--- config.mk ---
export PLATFORM = sky130hd
export DESIGN_NAME = load_store_unit
export DESIGN_NICKNAME = d
export VERILOG_FILES = /design/src/rtl/load_store_unit.sv
export SDC_FILE = /design/constraint.sdc
export NUM_CORES = 1
export LEC_CHECK = 0
export CAP_MARGIN = 20
export CORE_AREA = 2 2 153 155
export DETAILED_ROUTE_END_ITERATION = 10
export DIE_AREA = 0 0 155 157
export GPL_ROUTABILITY_DRIVEN = 0
export MAX_ROUTING_LAYER = met4
export PLACE_DENSITY = 0.55
export SYNTH_ARGS = -nofsm -noshare
export SYNTH_HDL_FRONTEND = slang
export SYNTH_SLANG_ARGS = --single-unit
--- constraint.sdc ---
create_clock -name clk -period 3.05 [get_ports clk]
set_input_delay 0.61 -clock clk [delete_from_list [all_inputs] [get_ports clk]]
set_output_delay 0.61 -clock clk [all_outputs]
set_load 0.05 [all_outputs]
--- src/rtl/load_store_unit.sv ---
// Load/store unit between the execute stage and a word-wide, combinational-read data memory.
// Word-aligned memory accesses only; sub-word stores are read-modify-write.
module load_store_unit #(
    parameter int unsigned MEM_BYTES = 64
) (
    input  logic        clk,
    input  logic        rst,
    input  logic        req_valid,
    output logic        req_ready,
    input  logic        req_we,
    input  logic [2:0]  req_funct3,
    input  logic [31:0] req_addr,
    input  logic [31:0] req_wdata,
    output logic        resp_valid,
    output logic [31:0] resp_rdata,
    output logic        resp_err,
    output logic [31:0] mem_addr,
    output logic [31:0] mem_wd,
    output logic        mem_memwrite,
    input  logic [31:0] mem_rd
);

    typedef enum logic [2:0] {
        StIdle,
        StLoad,
        StRmwRead,
        StWrite,
        StResp
    } state_e;

    state_e      state_q, state_d;
    logic [31:0] addr_q, addr_d;
    logic [2:0]  funct3_q, funct3_d;
    // Holds the store data at accept and the merged word once RMW_READ has run.
    logic [31:0] wdata_q, wdata_d;
    logic [31:0] rdata_q, rdata_d;
    logic        err_q, err_d;

    logic        funct3_err;
    logic        align_err;
    logic        range_err;
    logic        req_err;
    logic [32:0] end_addr;
    logic [7:0]  ld_byte;
    logic [15:0] ld_half;
    logic [31:0] ld_value;
    logic [31:0] merged;

    // Request checking on the live inputs; only consulted on the accept edge.
    always_comb begin
        funct3_err = (req_funct3 == 3'b011) || (req_funct3 == 3'b110) ||
                     (req_funct3 == 3'b111) || (req_we && req_funct3[2]);
        align_err  = ((req_funct3[1:0] == 2'b01) && req_addr[0]) ||
                     ((req_funct3[1:0] == 2'b10) && (req_addr[1:0] != 2'b00));
        end_addr   = {1'b0, req_addr[31:2], 2'b00} + 33'd3;
        range_err  = end_addr >= 33'(MEM_BYTES);
        req_err    = funct3_err || align_err || range_err;
    end

    always_comb begin
        ld_byte = mem_rd[{addr_q[1:0], 3'b000} +: 8];
        ld_half = addr_q[1] ? mem_rd[31:16] : mem_rd[15:0];
        case (funct3_q)
            3'b000:  ld_value = {{24{ld_byte[7]}}, ld_byte};
            3'b001:  ld_value = {{16{ld_half[15]}}, ld_half};
            3'b100:  ld_value = {24'd0, ld_byte};
            3'b101:  ld_value = {16'd0, ld_half};
            default: ld_value = mem_rd;
        endcase
    end

    always_comb begin
        merged = mem_rd;
        if (funct3_q[1:0] == 2'b00) begin
            merged[{addr_q[1:0], 3'b000} +: 8] = wdata_q[7:0];
        end else begin
            merged[{addr_q[1], 4'b0000} +: 16] = wdata_q[15:0];
        end
    end

    always_comb begin
        state_d  = state_q;
        addr_d   = addr_q;
        funct3_d = funct3_q;
        wdata_d  = wdata_q;
        rdata_d  = rdata_q;
        err_d    = err_q;
        case (state_q)
            StIdle: begin
                if (req_valid) begin
                    addr_d   = req_addr;
                    funct3_d = req_funct3;
                    wdata_d  = req_wdata;
                    rdata_d  = 32'd0;
                    err_d    = req_err;
                    if (req_err) begin
                        state_d = StResp;
                    end else if (!req_we) begin
                        state_d = StLoad;
                    end else if (req_funct3[1:0] == 2'b10) begin
                        state_d = StWrite;
                    end else begin
                        state_d = StRmwRead;
                    end
                end
            end
            StLoad: begin
                rdata_d = ld_value;
                state_d = StResp;
            end
            StRmwRead: begin
                wdata_d = merged;
                state_d = StWrite;
            end
            StWrite: begin
                state_d = StResp;
            end
            StResp: begin
                rdata_d = 32'd0;
                err_d   = 1'b0;
                state_d = StIdle;
            end
            default: begin
                state_d = StIdle;
            end
        endcase
    end

    always_ff @(posedge clk or posedge rst) begin
        if (rst) begin
            state_q  <= StIdle;
            addr_q   <= 32'd0;
            funct3_q <= 3'd0;
            wdata_q  <= 32'd0;
            rdata_q  <= 32'd0;
            err_q    <= 1'b0;
        end else begin
            state_q  <= state_d;
            addr_q   <= addr_d;
            funct3_q <= funct3_d;
            wdata_q  <= wdata_d;
            rdata_q  <= rdata_d;
            err_q    <= err_d;
        end
    end

    // Write strobe is a pure state decode so an async reset kills it immediately.
    assign req_ready    = (state_q == StIdle);
    assign resp_valid   = (state_q == StResp);
    assign resp_rdata   = rdata_q;
    assign resp_err     = err_q;
    assign mem_addr     = {addr_q[31:2], 2'b00};
    assign mem_memwrite = (state_q == StWrite);
    assign mem_wd       = mem_memwrite ? wdata_q : 32'd0;

endmodule

Word-level counts from Yosys, hierarchy flattened

Cells that the tools add are included.

Register bits: 103
Logic and storage cells: 66
Output and inout port bits: 100
Input bits: 103

Reduce and logical (&&, ||, !) cells: 21
Equal/unequal tests: 13
Order comparisons: 1
Add/subtract/negate cells: 3
Multiplexer cells: 17
Shift-type cells: 5

Operators by type and width:

| kind                                                                    | count |
|---|---|
| 32-bit two-way mux                                                      | 4 |
| 32-bit case mux with 4 select lines                                     | 1 |
| 32-bit case mux with 3 select lines                                     | 1 |
| 32-bit bitwise mux                                                      | 2 |
| 32-bit case mux with 2 select lines                                     | 1 |
| 32-bit by 2-bit adder with 33-bit output, second input constant         | 1 |
| 33-bit by 7-bit >= comparator with 1-bit output, second input constant  | 1 |
| 16-bit by 7-bit variable shift with 32-bit output, first input constant | 1 |
| 8-bit by 7-bit variable shift with 32-bit output, first input constant  | 1 |
| 16-bit by 7-bit indexed part select with 32-bit output                  | 1 |
| 32-bit by 6-bit indexed part select with 8-bit output                   | 1 |
| 8-bit by 7-bit indexed part select with 32-bit output                   | 1 |
| 16-bit two-way mux                                                      | 1 |
| 3-bit equality test, second input constant                              | 5 |
| 5-bit negator with 7-bit output                                         | 2 |
| 3-bit by 2-bit equality test with 1-bit output, second input constant   | 3 |
| 3-bit case mux with 3 select lines                                      | 1 |
| 2-bit AND reduction                                                     | 4 |
| 3-bit by 1-bit equality test with 1-bit output, second input constant   | 2 |
| 3-bit logical NOT                                                       | 2 |
| 1-bit logical OR                                                        | 6 |
| 3-bit two-way mux                                                       | 2 |
| 2-bit nonzero test                                                      | 3 |
| 1-bit logical AND                                                       | 3 |
| 9 further kinds                                                         | 10 |

Longest topological paths before layout

Word-level depth: 9
Gate-level depth with buffers: 8
Gate-level depth less buffers: 6

Worst setup path after synthesis

OpenSTA, ideal clock, no wires.

Path type: reg-to-output
Start point: register state_q[1]
End point: output mem_wd[22]
Data required time: 2,440 ps
Data arrival time: 1,970 ps
Slack: 470 ps
Cell stages (with the launch flop): 6
Cells stage by stage: dfrtp_1 buf_4 inv_2 nor3_1 clkbuf_1 and2_1

Longest elaborated chain between the ends: 2

RTL lines:

| item                                           | line | source |
|---|---|---|
| from (decl)                                    | 31   | `state_e state_q, state_d;` |
| from (signal assigned)                         | 131  | `state_q <= StIdle;` |
| from (signal assigned)                         | 138  | `state_q <= state_d;` |
| 3-bit by 2-bit equality test with 1-bit output | 153  | `assign mem_memwrite = (state_q == StWrite);` |
| via mem_memwrite                               | 19   | `output logic mem_memwrite,` |
| 32-bit two-way mux                             | 154  | `assign mem_wd = mem_memwrite ? wdata_q : 32'd0;` |
| to (decl)                                      | 18   | `output logic [31:0] mem_wd,` |

The timed path passes the listed nets, and every way through them passes these cells.

Worst setup path in the final report

Start point: register state_q[1]
End point: output mem_wd[20]

Longest elaborated chain between the ends: 2

RTL lines:

| item                                           | line |
|---|---|
| 3-bit by 2-bit equality test with 1-bit output | 153 |
| 32-bit two-way mux                             | 154 |

Every way passes these cells.

==> results.txt <==
----------------------------------------------------
[Worst setup path]
  Worst R2R Setup Slack ... 0.70 ns
  Sort of element at the end of the critical path ... primary output
  Required time worst endpoint ... 2.44 ns
  Worst Setup Path Type ... register to primary output
  Family with the most delay on the worst path ... buffers and inverters
  Cell at the slowest stage of the critical path ... clkdlybuf4s50_1
  Critical Path Source Type ... register
  Delay contributed by the slowest stage of the critical path ... about 0.8 ns
  Critical-path cell list ... inv_2 > nor3_2 > and2_1 > clkdlybuf4s50_1
  Arrival time reported for the critical path endpoint ... 2.29 ns
  Buffers and inverters on the worst path ... 2
  Worst R2R Start ... addr_q[0]
  Crit path launch ... state_q[1]
  Critical Path Fanout Max ... 8

[Drt]
  Wirelength per Cell ... 19.9 um
  Detailed-route DRC error count ... 0
  Routed vias ... between 5000 and 6000
  Drt pass-1 iters ... 5
  DR vias/cell ... about 4.9
  Detailed Route Iter0 Violations ... between 300 and 400
  Routed wire length ... 20500 um
  Post-route ant nets ... 0

[STA]
  FMAX ... around 350 MHz
  Worst slew margin relative to its limit ... 49.7%
  Sum of negative setup slack ... 0 ns
  Count of final max-slew check failures ... 0
  Worst clock skew ... a little over 0.01 ns
  Actual slew at the worst max-slew pin ... 0.753 ns
  Setup repair after global routing missed its margin ... no
  Total setup violations reported at the end of the flow ... 0
  Final worst-path cycle share ... between 90% and 100%
  Time the worst path needs with I/O delays and setup ... a little under 3 ns
  Final hold viol count ... 0

[Placed design]
  HPWL after detailed placement ... 15700 um
  Count of buffers inserted at the top-level ports ... 200
  Placed insts ... about 1000
  Standard cell area after detailed placement ... around 7600 um^2

[Pwr]
  Leak pwr ... 3.43 nW
  Pwr Density ... 469 nW/um^2
  Power Total ... 3.68 mW
  Max rail drop VDD ... 0.000212 V

[Clocking]
  Post-CTS setup-driven buffer insertion count ... 0
  Later-pin clock latency in the skew report ... about 0.36 ns
  Clock Sinks ... just over 100
  Post-CTS Hold Buffers ... 0
  CTS tree ... built
  CTS Buffer Depth ... 2
  Count of cells resized by post-cts repair ... 0
  CTS HTree Levels ... 3
  Clock slew at reported path FFs ... about 0.07 ns
  Clock tree root buffer cell ... clkbuf_16
  Number of buffers created by CTS ... 9

[Cells and area]
  Number of nets in the final layout ... approximately 850
  Antenna fix cells ... 0
  Post-route design area ... between 7000 and 8000 um^2
  Share of the core filled with cells in the final layout ... 34.9%
  Layout cell share with drive strength beyond 1 ... 10.3%
  Final-layout fill cell count ... 2317
  Layout-stage area growth over the synthesis result ... 41.0%
  Non-filler cells in the finished layout ... between 1000 and 1500

[Die]
  Initial standard-cell utilization of the core ... 24.8%
  Row Count ... 55
  Die boundary width ... 155 um
  IO Count ... 203
  Vert. Die Dim ... 157 um
  Area of the die ... 24300 um^2
  Core Region ... 22500 um^2

[Synth]
  Synth async-reset ratio ... 100%
  Count of distinct cell types in the synthesized netlist ... 57
  Share of synthesized area occupied by flip-flops and latches ... 46.3%
  Mean instance size in the synthesized netlist ... between 9 and 10 um^2
  Dominant register cell in the synthesized netlist ... dfrtp_1
  Cells after synthesis ... between 500 and 600
  Synthesized flop and latch total ... just over 100
  Post-synth EDFFs ... 0
  Cell area after synthesis ... about 5600 um^2
  Ys Warns ... 0

[Hold path]
  Path category of the worst min-delay check ... register to register
  Launch instance of the worst min-delay path ... addr_q[3]

[Outcome]
  Run status ... finished, final reports clean

[Job]
  Max-capacitance violation count ... 0

[Global route]
  Number of antenna violations at the first check in global routing ... 0
  First-pass GRT wire length ... 31000 um
  All-Layer GR Usage ... approximately 17%
  Total grt overflow ... 0
  Number of global-route vias before repair ... 5087
  Pin count of the biggest net entering global routing ... 40

----------------------------------------------------
==> flip-flops by register name (all words and copies together), names as in the netlist <==
signal and count:
resp_rdata 32, wdata_q 32, resp_err 1, addr_q 32
state_q 3, funct3_q 3
==> layer usage <==
metal	track usage [%]	up-vias	share of wire [%]
met4	6.00	0	2.1
met1	22.5	2452	45
met5	-	-	0
li1	-	2374	-
met3	3.96	23	6.2
met2	26.5	185	47
==> path summary, 6_finish.rpt <==
kind,to,depth (start not counted)
setup / recovery,mem_wd[20],4
hold / removal,addr_q[3],2
setup reg to reg,wdata_q[2],6
hold reg to reg,addr_q[3],2
max in group asynchronous,resp_rdata[29],3
min in group asynchronous,addr_q[25],2
==> cell usage in the layout (no fill, tap or decap), types with 11 or more instances in the layout <==
| cell | instances |
|---|---|
| clkdlybuf4s50_1 | 170 |
| nand2_1 | 148 |
| dfrtp_1 | 103 |
| buf_4 | 40 |
| and2_1 | 34 |
| a221o_1 | 24 |
| a221oi_1 | 16 |
| nor2_1 | 15 |
| a21oi_1 | 14 |
| mux2i_1 | 12 |
| o22ai_1 | 12 |
| o21ai_0 | 12 |
| o21ai_1 | 12 |
| nand2b_1 | 11 |
==> synthesized netlist by cell type (2+ instances only) <==
library cell,count,area (um^2)
a211oi_1,2,15.0
a21bo_1,7,70.1
a21oi_1,14,70.1
a221o_1,24,240
a221oi_1,16,140
a22o_1,8,70.1
a22oi_1,9,67.6
a31oi_1,8,50.1
a32o_1,7,70.1
a32oi_1,5,43.8
and2_1,35,219
and4_1,2,17.5
buf_2,12,60.1
buf_4,38,285
clkbuf_1,18,67.6
dfrtp_1,103,2580
ha_1,5,62.6
inv_1,7,26.3
mux2_2,4,45.0
mux2i_1,12,120
nand2_1,149,559
nand2b_1,11,68.8
nand4_1,2,12.5
nor2_1,15,56.3
nor4_1,3,18.8
o21a_1,2,15.0
o21ai_0,12,60.1
o21ai_1,13,65.1
o22ai_1,12,75.1
or3_1,3,18.8
or4_1,4,30.0
==> report_power, final <==
part	internal, mW	total (mW)	switching [mW]
clock network	0.561	1.12	0.556
registers	1.48	1.60	0.117
logic	0.395	0.967	0.572
total	2.44	3.68	1.25
==> worst register-to-register path, stage by stage, from the launching register on <==
cell      delay, ns
dfrtp_1        0.52
inv_1          0.19
ha_1           0.23
or3_1          0.41
a311oi_4       0.69
nor2_1         0.10
a21oi_1        0.14
==> cells by family (layout without fill, tap and decap cells) <==
family,after synthesis,after routing,synth area share [%]
compound gates,146,146,20.5
fa+ha+maj,5,5,1.12
buf+inv,78,236,8.22
flops,103,103,46.3
mux,18,18,3.57
other cells,1,2,0.0673
simple gates,237,237,20.2
==> through the flow <==
stage	hold WS (ns)	worst slack [ns]
6_report	0.474	0.153
2_1_floorplan	0.447	0.470
4_1_cts	0.478	0.149
5_1_grt	0.506	0.0490
3_3_place_gp	0.457	0.514
3_5_place_dp	0.461	0.484
==> final cells by class <==
| cell class | count | area (um^2) | share of cell area [%] |
|---|---|---|---|
| clock buffers | 10 | 229 | 2.92 |
| clock inverters | 5 | 43.8 | 0.558 |
| inverters | 8 | 33.8 | 0.430 |
| multi-input cells | 408 | 2550 | 32.5 |
| flip-flops and latches | 103 | 2580 | 32.8 |
| well taps | 285 | 357 | 4.54 |
| repair buffers | 213 | 2060 | 26.3 |
(Power assumes the default switching activity.)
